[src/rtl/ex_stage_pipe.sv]
// Execute stage: ALU, branch/jump resolution and a multi-cycle multiply feeding
// a registered EX/MEM output with valid/ready handshakes and flush.
module ex_stage_pipe #(
  parameter int unsigned DATA_W     = 32,
  parameter int unsigned ADDR_W     = 32,
  parameter int unsigned REG_W      = 5,
  parameter int unsigned MUL_CYCLES = 4
) (
  input  logic              clock,
  input  logic              reset_n,
  input  logic              flush,
  input  logic              in_valid,
  output logic              in_ready,
  input  logic [DATA_W-1:0] op_a,
  input  logic [DATA_W-1:0] op_b,
  input  logic [DATA_W-1:0] imm,
  input  logic [ADDR_W-1:0] pc_plus4,
  input  logic [2:0]        aluop,
  input  logic              use_rs2,
  input  logic              jump,
  input  logic [REG_W-1:0]  dest_in,
  output logic              out_valid,
  input  logic              out_ready,
  output logic [DATA_W-1:0] alu_o,
  output logic [DATA_W-1:0] wr_data,
  output logic [REG_W-1:0]  dest_o,
  output logic [ADDR_W-1:0] target_o,
  output logic              taken_o,
  output logic              ovf_o,
  output logic              tgt_err_o
);

  localparam int unsigned CNT_W     = $clog2(MUL_CYCLES) + 1;
  localparam int unsigned DMSB      = DATA_W - 1;
  localparam int unsigned AMSB      = ADDR_W - 1;
  localparam bit          MUL_MULTI = (MUL_CYCLES > 1);

  typedef enum logic [2:0] {
    OP_ADD = 3'b000,
    OP_SUB = 3'b001,
    OP_MUL = 3'b010,
    OP_OR  = 3'b011,
    OP_AND = 3'b100,
    OP_XOR = 3'b101,
    OP_BZ  = 3'b110,
    OP_BEQ = 3'b111
  } aluop_e;

  typedef enum logic {
    S_IDLE,
    S_MUL_BUSY
  } state_e;

  state_e             state_q, state_d;
  logic [CNT_W-1:0]   cnt_q, cnt_d;
  logic               accept;
  logic               is_mul_op;
  logic               load_new;
  logic               load_mul;
  logic               stage_en;

  logic [DATA_W-1:0]  opnd2;
  logic [DATA_W-1:0]  sum;
  logic [DATA_W-1:0]  diff;
  logic               add_ovf;
  logic               sub_ovf;
  logic [ADDR_W-1:0]  br_off;
  logic [ADDR_W-1:0]  br_tgt;
  logic               br_err;
  logic               is_jump;

  logic [DATA_W-1:0]  mul_a;
  logic [DATA_W-1:0]  mul_b;
  logic [DATA_W-1:0]  mul_p;

  logic [DATA_W-1:0]  res_alu;
  logic               res_taken;
  logic               res_ovf;
  logic [ADDR_W-1:0]  res_target;
  logic               res_tgt_err;

  logic [DATA_W-1:0]  stg_a;
  logic [DATA_W-1:0]  stg_opnd2;
  logic [DATA_W-1:0]  stg_b;
  logic [REG_W-1:0]   stg_dest;
  logic [ADDR_W-1:0]  stg_target;
  logic               stg_tgt_err;

  // Operand selection and shared adders
  assign opnd2   = use_rs2 ? op_b : imm;
  assign sum     = op_a + opnd2;
  assign diff    = op_a - opnd2;
  assign add_ovf = (op_a[DMSB] == opnd2[DMSB]) && (sum[DMSB] != op_a[DMSB]);
  assign sub_ovf = (op_a[DMSB] != opnd2[DMSB]) && (diff[DMSB] != op_a[DMSB]);

  // Branch target is always formed, even for untaken and ALU ops
  assign br_off  = imm[AMSB:0] << 2;
  assign br_tgt  = pc_plus4 + br_off;
  assign br_err  = (pc_plus4[AMSB] == br_off[AMSB]) && (br_tgt[AMSB] != pc_plus4[AMSB]);
  assign is_jump = jump && (aluop == OP_ADD);

  // One multiplier: fed from the staging register while a multiply is in flight.
  // Low DATA_W bits of a signed product equal those of the unsigned product.
  assign mul_a = (state_q == S_MUL_BUSY) ? stg_a     : op_a;
  assign mul_b = (state_q == S_MUL_BUSY) ? stg_opnd2 : opnd2;
  assign mul_p = mul_a * mul_b;

  always_comb begin
    res_alu     = '0;
    res_taken   = 1'b0;
    res_ovf     = 1'b0;
    res_target  = is_jump ? op_a[AMSB:0] : br_tgt;
    res_tgt_err = is_jump ? 1'b0 : br_err;
    unique case (aluop_e'(aluop))
      OP_ADD: begin
        res_alu   = sum;
        res_ovf   = add_ovf;
        res_taken = is_jump;
      end
      OP_SUB: begin
        res_alu = diff;
        res_ovf = sub_ovf;
      end
      OP_MUL: res_alu = mul_p;
      OP_OR:  res_alu = op_a | opnd2;
      OP_AND: res_alu = op_a & opnd2;
      OP_XOR: res_alu = op_a ^ opnd2;
      OP_BZ: begin
        res_taken = (op_a == '0);
        res_alu   = {{(DATA_W-1){1'b0}}, res_taken};
      end
      OP_BEQ: begin
        res_taken = (op_a == opnd2);
        res_alu   = {{(DATA_W-1){1'b0}}, res_taken};
      end
      default: res_alu = '0;
    endcase
  end

  // Handshake: accept only when idle and the output register is empty or draining
  assign in_ready  = (state_q == S_IDLE) && (!out_valid || out_ready);
  assign accept    = in_valid && in_ready && !flush;
  assign is_mul_op = MUL_MULTI && (aluop == OP_MUL);

  always_ff @(posedge clock or negedge reset_n) begin
    if (!reset_n) begin
      state_q <= S_IDLE;
      cnt_q   <= '0;
    end else begin
      state_q <= state_d;
      cnt_q   <= cnt_d;
    end
  end

  always_comb begin
    state_d  = state_q;
    cnt_d    = cnt_q;
    load_new = 1'b0;
    load_mul = 1'b0;
    stage_en = 1'b0;
    unique case (state_q)
      S_IDLE: begin
        if (accept) begin
          if (is_mul_op) begin
            state_d  = S_MUL_BUSY;
            cnt_d    = CNT_W'(MUL_CYCLES - 1);
            stage_en = 1'b1;
          end else begin
            load_new = 1'b1;
          end
        end
      end
      S_MUL_BUSY: begin
        cnt_d = cnt_q - CNT_W'(1);
        if (cnt_q == CNT_W'(1)) begin
          load_mul = 1'b1;
          state_d  = S_IDLE;
        end
      end
      default: state_d = S_IDLE;
    endcase
    // Redirect discards any multiply in flight
    if (flush) begin
      state_d  = S_IDLE;
      cnt_d    = '0;
      load_mul = 1'b0;
      stage_en = 1'b0;
    end
  end

  always_ff @(posedge clock or negedge reset_n) begin
    if (!reset_n) begin
      stg_a       <= '0;
      stg_opnd2   <= '0;
      stg_b       <= '0;
      stg_dest    <= '0;
      stg_target  <= '0;
      stg_tgt_err <= 1'b0;
    end else if (stage_en) begin
      stg_a       <= op_a;
      stg_opnd2   <= opnd2;
      stg_b       <= op_b;
      stg_dest    <= dest_in;
      stg_target  <= br_tgt;
      stg_tgt_err <= br_err;
    end
  end

  // EX/MEM output register
  always_ff @(posedge clock or negedge reset_n) begin
    if (!reset_n) begin
      out_valid <= 1'b0;
      alu_o     <= '0;
      wr_data   <= '0;
      dest_o    <= '0;
      target_o  <= '0;
      taken_o   <= 1'b0;
      ovf_o     <= 1'b0;
      tgt_err_o <= 1'b0;
    end else begin
      if (flush) begin
        out_valid <= 1'b0;
      end else if (load_new || load_mul) begin
        out_valid <= 1'b1;
      end else if (out_ready) begin
        out_valid <= 1'b0;
      end

      if (load_new) begin
        alu_o     <= res_alu;
        wr_data   <= op_b;
        dest_o    <= dest_in;
        target_o  <= res_target;
        taken_o   <= res_taken;
        ovf_o     <= res_ovf;
        tgt_err_o <= res_tgt_err;
      end else if (load_mul) begin
        alu_o     <= mul_p;
        wr_data   <= stg_b;
        dest_o    <= stg_dest;
        target_o  <= stg_target;
        taken_o   <= 1'b0;
        ovf_o     <= 1'b0;
        tgt_err_o <= stg_tgt_err;
      end
    end
  end

endmodule

[config.mk]
export PLATFORM = sky130hd
export DESIGN_NAME = ex_stage_pipe
export DESIGN_NICKNAME = d
export VERILOG_FILES = /design/src/rtl/ex_stage_pipe.sv
export SDC_FILE = /design/constraint.sdc
export NUM_CORES = 2
export LEC_CHECK = 0
export CAP_MARGIN = 20
export CORE_MARGIN = 3
export CORE_UTILIZATION = 55
export DETAILED_ROUTE_END_ITERATION = 12
export PLACE_DENSITY_LB_ADDON = 0.05
export SLEW_MARGIN = 20
export SYNTH_ARGS = -nofsm -noshare
export SYNTH_HDL_FRONTEND = slang
export SYNTH_SLANG_ARGS = --single-unit
[constraint.sdc]
create_clock -name clock -period 10.21 [get_ports clock]
set_clock_uncertainty 0.2 [all_clocks]
set_input_delay 2.5525 -clock clock [delete_from_list [all_inputs] [get_ports clock]]
set_output_delay 2.5525 -clock clock [all_outputs]
set_load 0.005 [all_outputs]
==> flow_summary.toml <==
[finish]
register_area_sq_mm = 0.00608
final_nets = 5155
drive_above_1_share_pct = 14.5
multiInputGateArea_sq_mm = 0.0245
fill_cells = 5013
final_cells = 5146
areaGrowthSynthToFinish_pct = 21.5

[floorplan]
initial_core_util_pct = 55.9
core-area_sq_mm = 0.0592
dieArea_sq_mm = 0.0631
die_w_um = 251
io_pins = 249
rows = 89
die_height_um = 251

[drt]
via_count = 30335
drc = 0
dr.pass1.iters = 6
via_per_inst = 5.89
ant_nets = 0
routed_wl_mm = 123
wire_per_inst_um = 23.9
drt_first_iter_violations = 3138

[global_routing]
antenna_found_initial = 7
grt_overflow = 0
grt_pass1_wl_mm = 187
track_usage_pct = 39.1
grt_max_degree = 151
grt_pass1_vias = 30925

[place]
place_hpwl_mm = 101
dp_cells = 5089
placement.io_buffers = 248
place.gp.congestion = 1.02

[timing]
period_minus_slack_ns = 10.06
fmax_mhz = 99.4
final_hold_viol_count = 0
maxSlewViolCount = 0
period_share_pct = 98.5
finalSetupViolCount = 0
tightest_slew_ns = 0.984
fin_tns_setup_ns = 0
slew_headroom_pct = 33.6

[synthesis]
ys_seq_elements = 243
yosysMostFrequentCell = "nand2_1"
ys_top_cells_by_area = "fa_1 (25%), dfrtp_1 (18%), ha_1 (9.5%)"
mappedNetlistArea_sq_mm = 0.0331
yosysWarnings = 0
synthArstFlopShare_pct = 100
yosysTopAreaCell = "fa_1"
synthCells = 3843
avgSynthCellArea_sq_um = 8.61
yosysSeqAreaShare_pct = 18.4
synth_flop_cell = "dfrtp_1"
yosysTopAreaCellShare_pct = 24.9
syn_nets = 4647
ys_types = 86
synth-edff-count = 0
yosys-top-cells-count = "nand2_1 (504), inv_1 (489), nor2_1 (448), fa_1 (411), ha_1 (250)"

[clock_network]
cts.sink_count = 243
cts_max_level = 1
tritoncts = "yes"
path_clk_slew_ns = 0.06
cts_buffers = 25
root_buffer = "clkbuf_16"
cts_max_path_buffers = 3
clkLatencyLatePin_ns = 0.57
cts_hold_buf = 0

[setup_path]
arrival_ns = 10.33
cp-start-kind = "input pin"
critPathMaxFanout = 8
crit_path_end_kind = "register"
critPathRequiredTime_ns = 10.48
crit_type = "input pin to register"

[min_path]
hold_class = "register to register"

[outcome]
status = "completed"

[flow_run]
drv_cap = 0
layout by cell type (no fill, tap or decap), drive strengths merged, types with 13 or more instances in the layout:
cell type / synthesis / final
nand2: 507 / 507
inv: 505 / 505
nor2: 448 / 448
buf: 42 / 434
fa: 411 / 411
ha: 250 / 250
dfrtp: 243 / 243
clkdlybuf4s50: 0 / 240
o21ai: 226 / 226
a21oi: 135 / 135
xnor2: 87 / 87
mux2i: 81 / 81
nand2b: 68 / 68
mux2: 67 / 67
o21a: 52 / 52
a22oi: 48 / 48
a31oi: 46 / 46
nor3: 42 / 42
a211oi: 39 / 39
clkbuf: 156 / 37
nand3: 36 / 36
a21o: 35 / 35
xor2: 29 / 29
nor2b: 28 / 28
o22ai: 24 / 24
nor4: 19 / 19
a221oi: 18 / 18
and3: 17 / 17
o21bai: 15 / 15
and2: 15 / 15
or3: 13 / 13
o31ai: 13 / 13
flip-flops by register name (all words and copies together), names as in the netlist, 32 cells and up:
name / cells
alu_o: 32
stg_a: 32
stg_b: 32
stg_opnd2: 32
stg_target: 32
target_o: 32
wr_data: 32
through the flow:
step	setup WS [ns]	util (%)	cell area, sq um	hold slack, ns
2_1_floorplan	0.00177	-	33100	0.241
3_3_place_gp	-0.369	66.2	39200	0.253
3_5_place_dp	-0.494	66.2	39200	0.265
4_1_cts	0.0950	67.5	40000	0.278
5_1_grt	-0.0443	67.8	40200	0.302
6_report	0.153	67.9	40200	0.273
layout make-up:
| cell class | count | share of cell area [%] |
|---|---|---|
| antenna | 5 | 0.0311 |
| multi-input combinational | 2897 | 60.8 |
| tap | 773 | 2.41 |
| inverter | 505 | 4.72 |
| clock inverter | 7 | 0.106 |
| timing repair buffer | 679 | 15.0 |
| clock buffer | 37 | 1.77 |
| sequential | 243 | 15.1 |
worst paths after layout:
check / start / endpoint / slack [ns] / cells after the start
setup / recovery: op_b[3] / alu_o[26] / 0.15 / 27
hold / removal: wr_data[12] / wr_data[12] / 0.27 / 2
setup reg to reg: state_q / alu_o[26] / 1.57 / 25
hold reg to reg: wr_data[12] / wr_data[12] / 0.27 / 2
max in group asynchronous: reset_n / stg_a[11] / 6.63 / 2
min in group asynchronous: reset_n / stg_dest[2] / 1.80 / 1
critical path, cell delays in order:
cell and delay [ns]:
clkdlybuf4s50_1 0.45, mux2i_4 0.30, inv_2 0.08, mux2i_2 0.15, buf_4 0.19, buf_6 0.14, nor2_1 0.07, fa_1 0.51
inv_1 0.05, fa_1 0.48, fa_1 0.54, fa_1 0.55, inv_1 0.06, fa_1 0.55, fa_1 0.44, fa_1 0.50
fa_1 0.60, ha_4 0.22, a21o_4 0.22, a41oi_2 0.18, a211oi_2 0.09, o311a_4 0.46, o21a_1 0.23, nor2_1 0.10
nor2b_1 0.06, or3_1 0.35, a22oi_1 0.19
logic make-up (layout without fill, tap and decap cells):
group	Yosys count	count (layout)	share of synthesized area [%]
buffers and inverters	703	1228	8.26
other	0	5	0
DFF	243	243	18.4
xor gates and xnor gates	121	121	3.43
and+or+nand+nor	1222	1222	15.7
muxes	148	148	5.28
AOI/OAI and AO/OA	745	745	14.6
adders and majority gates	661	661	34.3
timing repair:
action,4_1_cts,5_1_grt
setup endpoints to repair,0,9
resized for setup,0,28
setup buffers,0,8
metal layers:
metal	track usage (%)	part of all wire, %	vias to the layer above
met4	17.4	5.4	4
met2	61.5	45	1525
met3	7.03	9.6	300
li1	-	-	13590
met5	0	0.024	-
met1	53.2	40	14916
Power is not shown: default switching activity piles up to over one toggle a cycle in this logic, so the estimate is an artifact.
